### src/rtl/mul_arbiter.sv
// rtl/mul_arbiter.sv - two-requester arbiter sharing one combinational 8-bit multiplier
//
// Each requester hands over an operand pair (reqN_valid/reqN_ready, reqN_a, reqN_b).
// The granted pair is held on the shared multiplier (mul_a, mul_b -> mul_product)
// for MUL_WAIT cycles, and the truncated product is then returned to the same
// requester (rspN_valid/rspN_ready, rspN_product). Only one transaction is in
// flight at a time. busy is high whenever the FSM is outside IDLE.
//
// Ports:
//   clk, rst                     clock, synchronous active-high reset
//   req{0,1}_valid/_ready/_a/_b  operand handshake per requester
//   rsp{0,1}_valid/_ready/_product  result handshake per requester
//   mul_a, mul_b, mul_product    shared multiplier interface
//   busy                         FSM not in IDLE
//
// Optional feature: define MUL_ARBITER_ROUND_ROBIN_EN to resolve simultaneous
// requests round-robin; otherwise requester 0 has fixed priority.
module mul_arbiter #(
    parameter int MUL_WAIT = 1
) (
    input  logic       clk,
    input  logic       rst,
    input  logic       req0_valid,
    output logic       req0_ready,
    input  logic [7:0] req0_a,
    input  logic [7:0] req0_b,
    output logic       rsp0_valid,
    input  logic       rsp0_ready,
    output logic [7:0] rsp0_product,
    input  logic       req1_valid,
    output logic       req1_ready,
    input  logic [7:0] req1_a,
    input  logic [7:0] req1_b,
    output logic       rsp1_valid,
    input  logic       rsp1_ready,
    output logic [7:0] rsp1_product,
    output logic [7:0] mul_a,
    output logic [7:0] mul_b,
    input  logic [7:0] mul_product,
    output logic       busy
);

    typedef enum logic [1:0] {
        IDLE = 2'd0,
        BUSY = 2'd1,
        RESP = 2'd2
    } state_t;

    state_t     state_q, state_d;
    logic [3:0] cnt_q;
    logic [7:0] op_a_q, op_b_q, res_q;
    logic       owner_q;
    logic       pick1;
    logic       hs;
    logic       rsp_done;

`ifdef MUL_ARBITER_ROUND_ROBIN_EN
    // Requester that won the most recent handshake; reset to 1 so 0 wins first.
    logic last_q;

    assign pick1 = req1_valid && (!req0_valid || !last_q);

    always_ff @(posedge clk) begin
        if (rst) begin
            last_q <= 1'b1;
        end else if (hs) begin
            last_q <= req1_ready;
        end
    end
`else
    assign pick1 = req1_valid && !req0_valid;
`endif

    assign req0_ready = (state_q == IDLE) && req0_valid && !pick1;
    assign req1_ready = (state_q == IDLE) && pick1;
    assign hs         = req0_ready || req1_ready;

    assign rsp0_valid   = (state_q == RESP) && !owner_q;
    assign rsp1_valid   = (state_q == RESP) && owner_q;
    assign rsp0_product = rsp0_valid ? res_q : 8'h00;
    assign rsp1_product = rsp1_valid ? res_q : 8'h00;
    assign rsp_done     = (rsp0_valid && rsp0_ready) || (rsp1_valid && rsp1_ready);

    assign mul_a = (state_q == IDLE) ? 8'h00 : op_a_q;
    assign mul_b = (state_q == IDLE) ? 8'h00 : op_b_q;
    assign busy  = (state_q != IDLE);

    always_comb begin
        state_d = state_q;
        case (state_q)
            IDLE:    if (hs) state_d = BUSY;
            BUSY:    if (cnt_q == 4'd1) state_d = RESP;
            RESP:    if (rsp_done) state_d = IDLE;
            default: state_d = IDLE;
        endcase
    end

    always_ff @(posedge clk) begin
        if (rst) begin
            state_q <= IDLE;
            cnt_q   <= 4'd0;
            op_a_q  <= 8'h00;
            op_b_q  <= 8'h00;
            res_q   <= 8'h00;
            owner_q <= 1'b0;
        end else begin
            state_q <= state_d;
            case (state_q)
                IDLE: begin
                    if (hs) begin
                        op_a_q  <= req1_ready ? req1_a : req0_a;
                        op_b_q  <= req1_ready ? req1_b : req0_b;
                        owner_q <= req1_ready;
                        cnt_q   <= 4'(MUL_WAIT);
                    end
                end
                BUSY: begin
                    cnt_q <= cnt_q - 4'd1;
                    if (cnt_q == 4'd1) begin
                        res_q <= mul_product;
                    end
                end
                default: ;
            endcase
        end
    end

endmodule

### config.mk
export PLATFORM = sky130hd
export DESIGN_NAME = mul_arbiter
export DESIGN_NICKNAME = d
export VERILOG_FILES = /design/src/rtl/mul_arbiter.sv
export SDC_FILE = /design/constraint.sdc
export NUM_CORES = 1
export LEC_CHECK = 0
export ABC_AREA = 1
export ABC_CLOCK_PERIOD_IN_PS = 1670
export CAP_MARGIN = 20
export CORE_MARGIN = 2
export CORE_UTILIZATION = 41
export CTS_CLUSTER_SIZE = 40
export DETAILED_ROUTE_END_ITERATION = 10
export PLACE_DENSITY_LB_ADDON = 0.1
export SKIP_LAST_GASP = 1
export SLEW_MARGIN = 20
export SYNTH_ARGS = -nofsm -noshare
export SYNTH_HDL_FRONTEND = slang
export SYNTH_SLANG_ARGS = --single-unit
### constraint.sdc
create_clock -name clk -period 1.67 [get_ports clk]
set_input_delay 0.2505 -clock clk [delete_from_list [all_inputs] [get_ports clk]]
set_output_delay 0.2505 -clock clk [all_outputs]
set_load 0.01 [all_outputs]
==> key figures <==
CTS
  – Worst-path clk slew: 0.07 ns
  – TritonCTS clock tree: yes
  – Clk sinks: 31
  – CTS buffer count: 5
  – CTS max path bufs: 2
  – Hold_buf cts: 0
  – CTS H-Tree Depth: 2
  – Worst-Skew Late Latency: 0.28 ns
  – Root buf cell: clkbuf_8

Die
  – Core Region: 4030 um2
  – Site Rows: 23
  – Die Ht: 69.0 um
  – Die area: 4760 um2
  – Die width: 69.0 um
  – Initial Util: 0.430
  – Total I/O pin count: 83

Cells and area
  – Filler cell count: 313
  – Antenna diodes: 0
  – P&R area growth vs syn: 80.5%
  – Final net count: 449
  – Layout cells sized above 1: 0.346
  – Register area: 623 um2
  – Multi-input logic area: 982 um2
  – Fin area: 3120 um2

GRT
  – Initial antenna violation count: 0
  – Vias in the first global route: 2073
  – Total global routing overflow: 0
  – Total GRT Usage: 0.241
  – Largest net degree at the start of global routing: 18
  – First-pass GRT wire length: 8.62 mm

Placement
  – PortBufs: 82
  – Detail Placement HPWL: 3.51 mm
  – Placed Area: 2700 um2
  – Gpl congestion: 0.837

Drt
  – DRC viols: 0
  – Total wire length: 5.96 mm
  – Avg Vias per Cell: 4.85
  – First-pass DRT Iterations: 4
  – Vias: 2194
  – DR WL/cell: 13.2 um
  – Remaining antenna violation count: 0
  – DRT iter0 DRCs: 116

Yosys
  – Seq cells post-synth: 31
  – Yosys top cell area share: 0.359
  – Syn_nets: 322
  – Post-synthesis cell type count: 20
  – Yosys warns: 0
  – Synthesized instance count: 274
  – Sequential area share after synthesis: 0.359
  – Syn_area_per_cell: 6.32 um2
  – Synthesized area: 1730 um2
  – Top post-synthesis cells by area: dfxtp_1 (36%), inv_1 (12%), nor2_1 (12%), nand3_1 (12%), nand2_1 (8.5%)
  – Cell taking the most area after synthesis: dfxtp_1

STA
  – RSZ-0062 raised after global routing: yes
  – Hold WS: 0.483 ns
  – Final worst slack: -0.0744 ns
  – Max_slew headroom: 0.745
  – Worst Skew: 0.00385 ns
  – Max frequency: 0.573 GHz
  – Post-Route Setup TNS: -0.735 ns
  – Minimum clock period after layout: 1.74 ns
  – Worst-margin pin slew: 0.381 ns
  – Finish-stage setup viols: 21
  – Final period util: 1.04
  – Count of pins over their slew limit: 0
  – Hold Vio Cnt, Final: 0

Power and ir drop
  – Max VDD drop: 0.578 mV
  – LEAKAGE: 1.50 nW
  – PD cells: 942 nW/um2

Status
  – Status: finished, violations left
  – Failing checks: setup timing

Critical path
  – WP data arrival: 1.97 ns
  – Highest net fanout along the worst path: 6
  – Setup crit start kind: flop
  – Critical Path Sink Type: flop
  – WS Path Type: flop to flop
  – WP data required: 1.89 ns

Hold path
  – HP Class: flop to flop

Flow run
  – Max-cap violations: 0
==> cell usage after synthesis <==
library cell  instances
inv_1                55
nor2_1               54
nand4_1               2
nand3_1              40
buf_6                 3
ha_1                  2
nand2_1              39
nor2_4                3
dfxtp_1              31
buf_1                 2
or2_0                 1
a21oi_1              22
buf_2                 5
o21ai_0               8
nand2_4               1
inv_2                 2
o21ai_4               1
nand3_2               1
xor2_1                1
inv_4                 1
==> state kept, by name, summed over array words and instances (netlist names) <==
register  count
op_a_q        8
op_b_q        8
res_q         8
cnt_q         4
state_q       2
owner_q       1
==> report_power, final <==
group	internal (mW)	switching (mW)
combinational	0.635	0.644
clock	0.483	0.285
sequential	0.847	0.0492
total	1.97	0.979
==> path summary, 6_finish.rpt <==
check | startpoint | end | slack (ns) | cells after the start
max | state_q[1] | op_b_q[1] | -0.07 | 12
min | res_q[0] | res_q[0] | 0.48 | 2
max reg2reg | state_q[1] | op_b_q[1] | -0.07 | 12
min reg2reg | res_q[0] | res_q[0] | 0.48 | 2
==> cells by family after synthesis <==
group / synth area share
XOR/XNOR: 0.00506
adder cells (fa/ha/maj): 0.0145
AND/OR/NAND/NOR: 0.360
flip-flops: 0.359
AO/OA/AOI/OAI: 0.0962
buffers and inverters: 0.166
==> metrics by stage <==
step                setup WS (ns)  std cells   util  total power [mW]
finish                    -0.0744        452  0.775              2.94
global route               -0.146        452  0.775              3.11
CTS                        -0.130        448  0.740              2.72
detailed placement         -0.170        416  0.670              1.78
global placement           -0.160        416  0.670              1.76
floorplan                   0.212        274      -              1.41
==> worst max-delay path, cell delays in order (launching register included) <==
cell     delay (ns)
dfxtp_2        0.33
buf_6          0.11
nor2_4         0.17
buf_6          0.13
buf_6          0.10
buf_6          0.10
buf_6          0.10
buf_6          0.09
o21ai_4        0.11
buf_6          0.17
a21oi_1        0.14
nand2_1        0.08
inv_1          0.06
==> timing repair <==
action / in CTS / in global routing
endpoints found under the setup margin: 38 / 54
gates resized for setup: 120 / 84
setup buffers: 23 / 9
endpoints found under the hold margin: 0 / 0
pin swaps: 1 / 10
gates cloned: 1 / 0
==> layout by cell type, fill, tap and decap left out, drive strengths merged <==
master         count
a21oi             22
buf               65
bufinv             1
clkbuf            22
clkdlybuf4s15      2
clkdlybuf4s50     44
clkinv             3
dfxtp             31
dlygate4sd2        2
ha                 2
inv               57
nand2             40
nand3             41
nand4              2
nor2              57
o21ai              9
or2                1
xor2               1
==> final cells by class <==
type                    instances  share of cell area
multi-input cells             175               0.314
flip-flops and latches         31               0.199
clock inverters                 2              0.0112
inverters                      58              0.0713
repair inverters                1             0.00280
clock buffers                   6              0.0264
well taps                      50              0.0200
repair buffers                129               0.354
==> layer usage <==
layer,part of all wire,wire [um],track usage,up-vias
met5,0,0,0,-
met4,0.025,146,0.0833,0
met3,0.077,459,0.0731,13
li1,-,-,-,1090
met2,0.51,3060,0.435,91
met1,0.39,2290,0.265,1000
No activity file was read; power rests on OpenSTA's default activity.
==> variant: new RTL, config.mk and constraints unchanged <==
Encoding of `state_t`: now one-hot (3 bits for 3 states).
--- a/src/rtl/mul_arbiter.sv
+++ b/src/rtl/mul_arbiter.sv
@@ -41,8 +41,8 @@
 );
 
-    typedef enum logic [1:0] {
-        IDLE = 2'd0,
-        BUSY = 2'd1,
-        RESP = 2'd2
+    typedef enum logic [2:0] {
+        IDLE = 3'b001,
+        BUSY = 3'b010,
+        RESP = 3'b100
     } state_t;
 
Formal check against the unedited RTL: no difference found for any inputs over 10 cycles, from zero or initial values and one cycle with rst high; not proved beyond that.
==> variant against the original RTL <==
Via count is 17% lower. Routed wire length fell by 28%. Setup slack gained 0.12 ns. Cell count fell by 14%. Clock skew down 0.00058 ns. Area after synthesis decreased by 3.8%. Die area down 3.6%. Design area decreased by 14%. Total power increased by 0.13%. Sequential cell count up 1. Maximum frequency is 7.4% higher. Critical path type is now register to output port. Critical endpoint is now mul_b[7].
==> variant: results (changes against the original RTL) <==
Hold Slack 0.4790 ns (-0.004371 ns); first-pass GRT wire length 6610 µm (-23%); met2 WL 2108 µm (-31%); reg2reg path depth 10 (-2); Leakage 0.001427 µW (-5.0%); initial DRC count 63 (-46%); top post-synthesis cells by area dfxtp_1, nand2_1, inv_1; met2 usage 32.97% (-11 points); Final GP Congestion 0.7214 (-14%); crit path DAT 1.37 ns (-0.60 ns); largest net degree at the start of global routing 37 (+19); via/cell ratio 4.709 (-3.0%); global-route usage over all layers 18.86% (-5.2 points); post-synthesis cell type count 26 (+30%); Net Count, Synth 292 (-9.3%); RR Endpoint cnt_q[0]; Met3 Wirelength 336 µm (-27%); vias 1827 (-17%); setup slack on the worst flop-to-flop path 0.13 ns (+0.20 ns); share of layout cells above drive strength 1 14.20% (-20 points); pre-CTS setup slack -0.07812 ns (+0.09233 ns); top post-synthesis cells by count nand2_1, inv_1, dfxtp_1; Final HPWL DP 3068 µm (-13%); placed cell count 378 (-9.1%); Mapped Cells 244 (-11%); register area share after synthesis 38.50% (+2.6 points); Met1 Routed Length 1804 µm (-21%); PostCTS Resize Cnt 31 (-74%); status finished, final reports clean; met3 GRT Util 6.167% (-1.1 points); vias in the first global route 1563 (-25%); Hold Path Sink res_q[4]; IR Drop Worst-Case VDD 0.6241 mV (+8.0%); crit-path max FO 10 (+4)
==> variant: cell types whose count changed after synthesis, moves of 3 or more <==
cell / unedited run / this run
inv_1: 55 / 41
nor2_1: 54 / 23
buf_4: 0 / 3
o21ai_0: 8 / 18
a31oi_1: 0 / 16
o21ai_1: 0 / 8
nand3_1: 40 / 6
a21oi_1: 22 / 14
nand2_1: 39 / 58
==> variant: layout make-up <==
cell class                      instances  area, µm²
Fill cell                             372       1269
Timing Repair Buffer                   97      923.4
Multi-Input combinational cell        156      775.7
Sequential cell                        32      646.9
Inverter                               45      172.7
Clock buffer                            6      82.58
Tap cell                               50      62.56
Clock inverter                          2      10.01
==> variant: how the worst max path moves through the flow <==
| stage | start | endpoint | slack (ns) | cells past startpoint |
|---|---|---|---|---|
| after floorplan | state_q[2] | mul_a[6] | 0.34 | 7 |
| after global placement | req1_valid | req1_ready | -0.09 | 4 |
| after detailed placement | req1_valid | req1_ready | -0.08 | 4 |
| after CTS | state_q[2] | mul_a[1] | -0.21 | 6 |
| after global routing | state_q[1] | req0_ready | -0.02 | 5 |
| final | state_q[1] | mul_b[7] | 0.05 | 6 |
==> variant: power by group <==
group          internal [µW]  switching [µW]
clock network            328             275
logic                    643             675
registers                936            89.4
==> variant: cell families after synthesis <==
group / Yosys count / synth area share (%)
AOI/OAI and AO/OA: 59 / 19.93
adders and majority gates: 2 / 1.504
buffers and inverters: 56 / 15.04
DFF: 32 / 38.50
and+or+nand+nor: 95 / 25.04
==> variant: critical path: stages, from the launching register on <==
cell,delay [ns]
dfxtp_2,0.33
inv_1,0.08
nand3_4,0.12
clkbuf_16,0.19
nand2_1,0.06
inv_1,0.03
dlygate4sd2_1,0.28
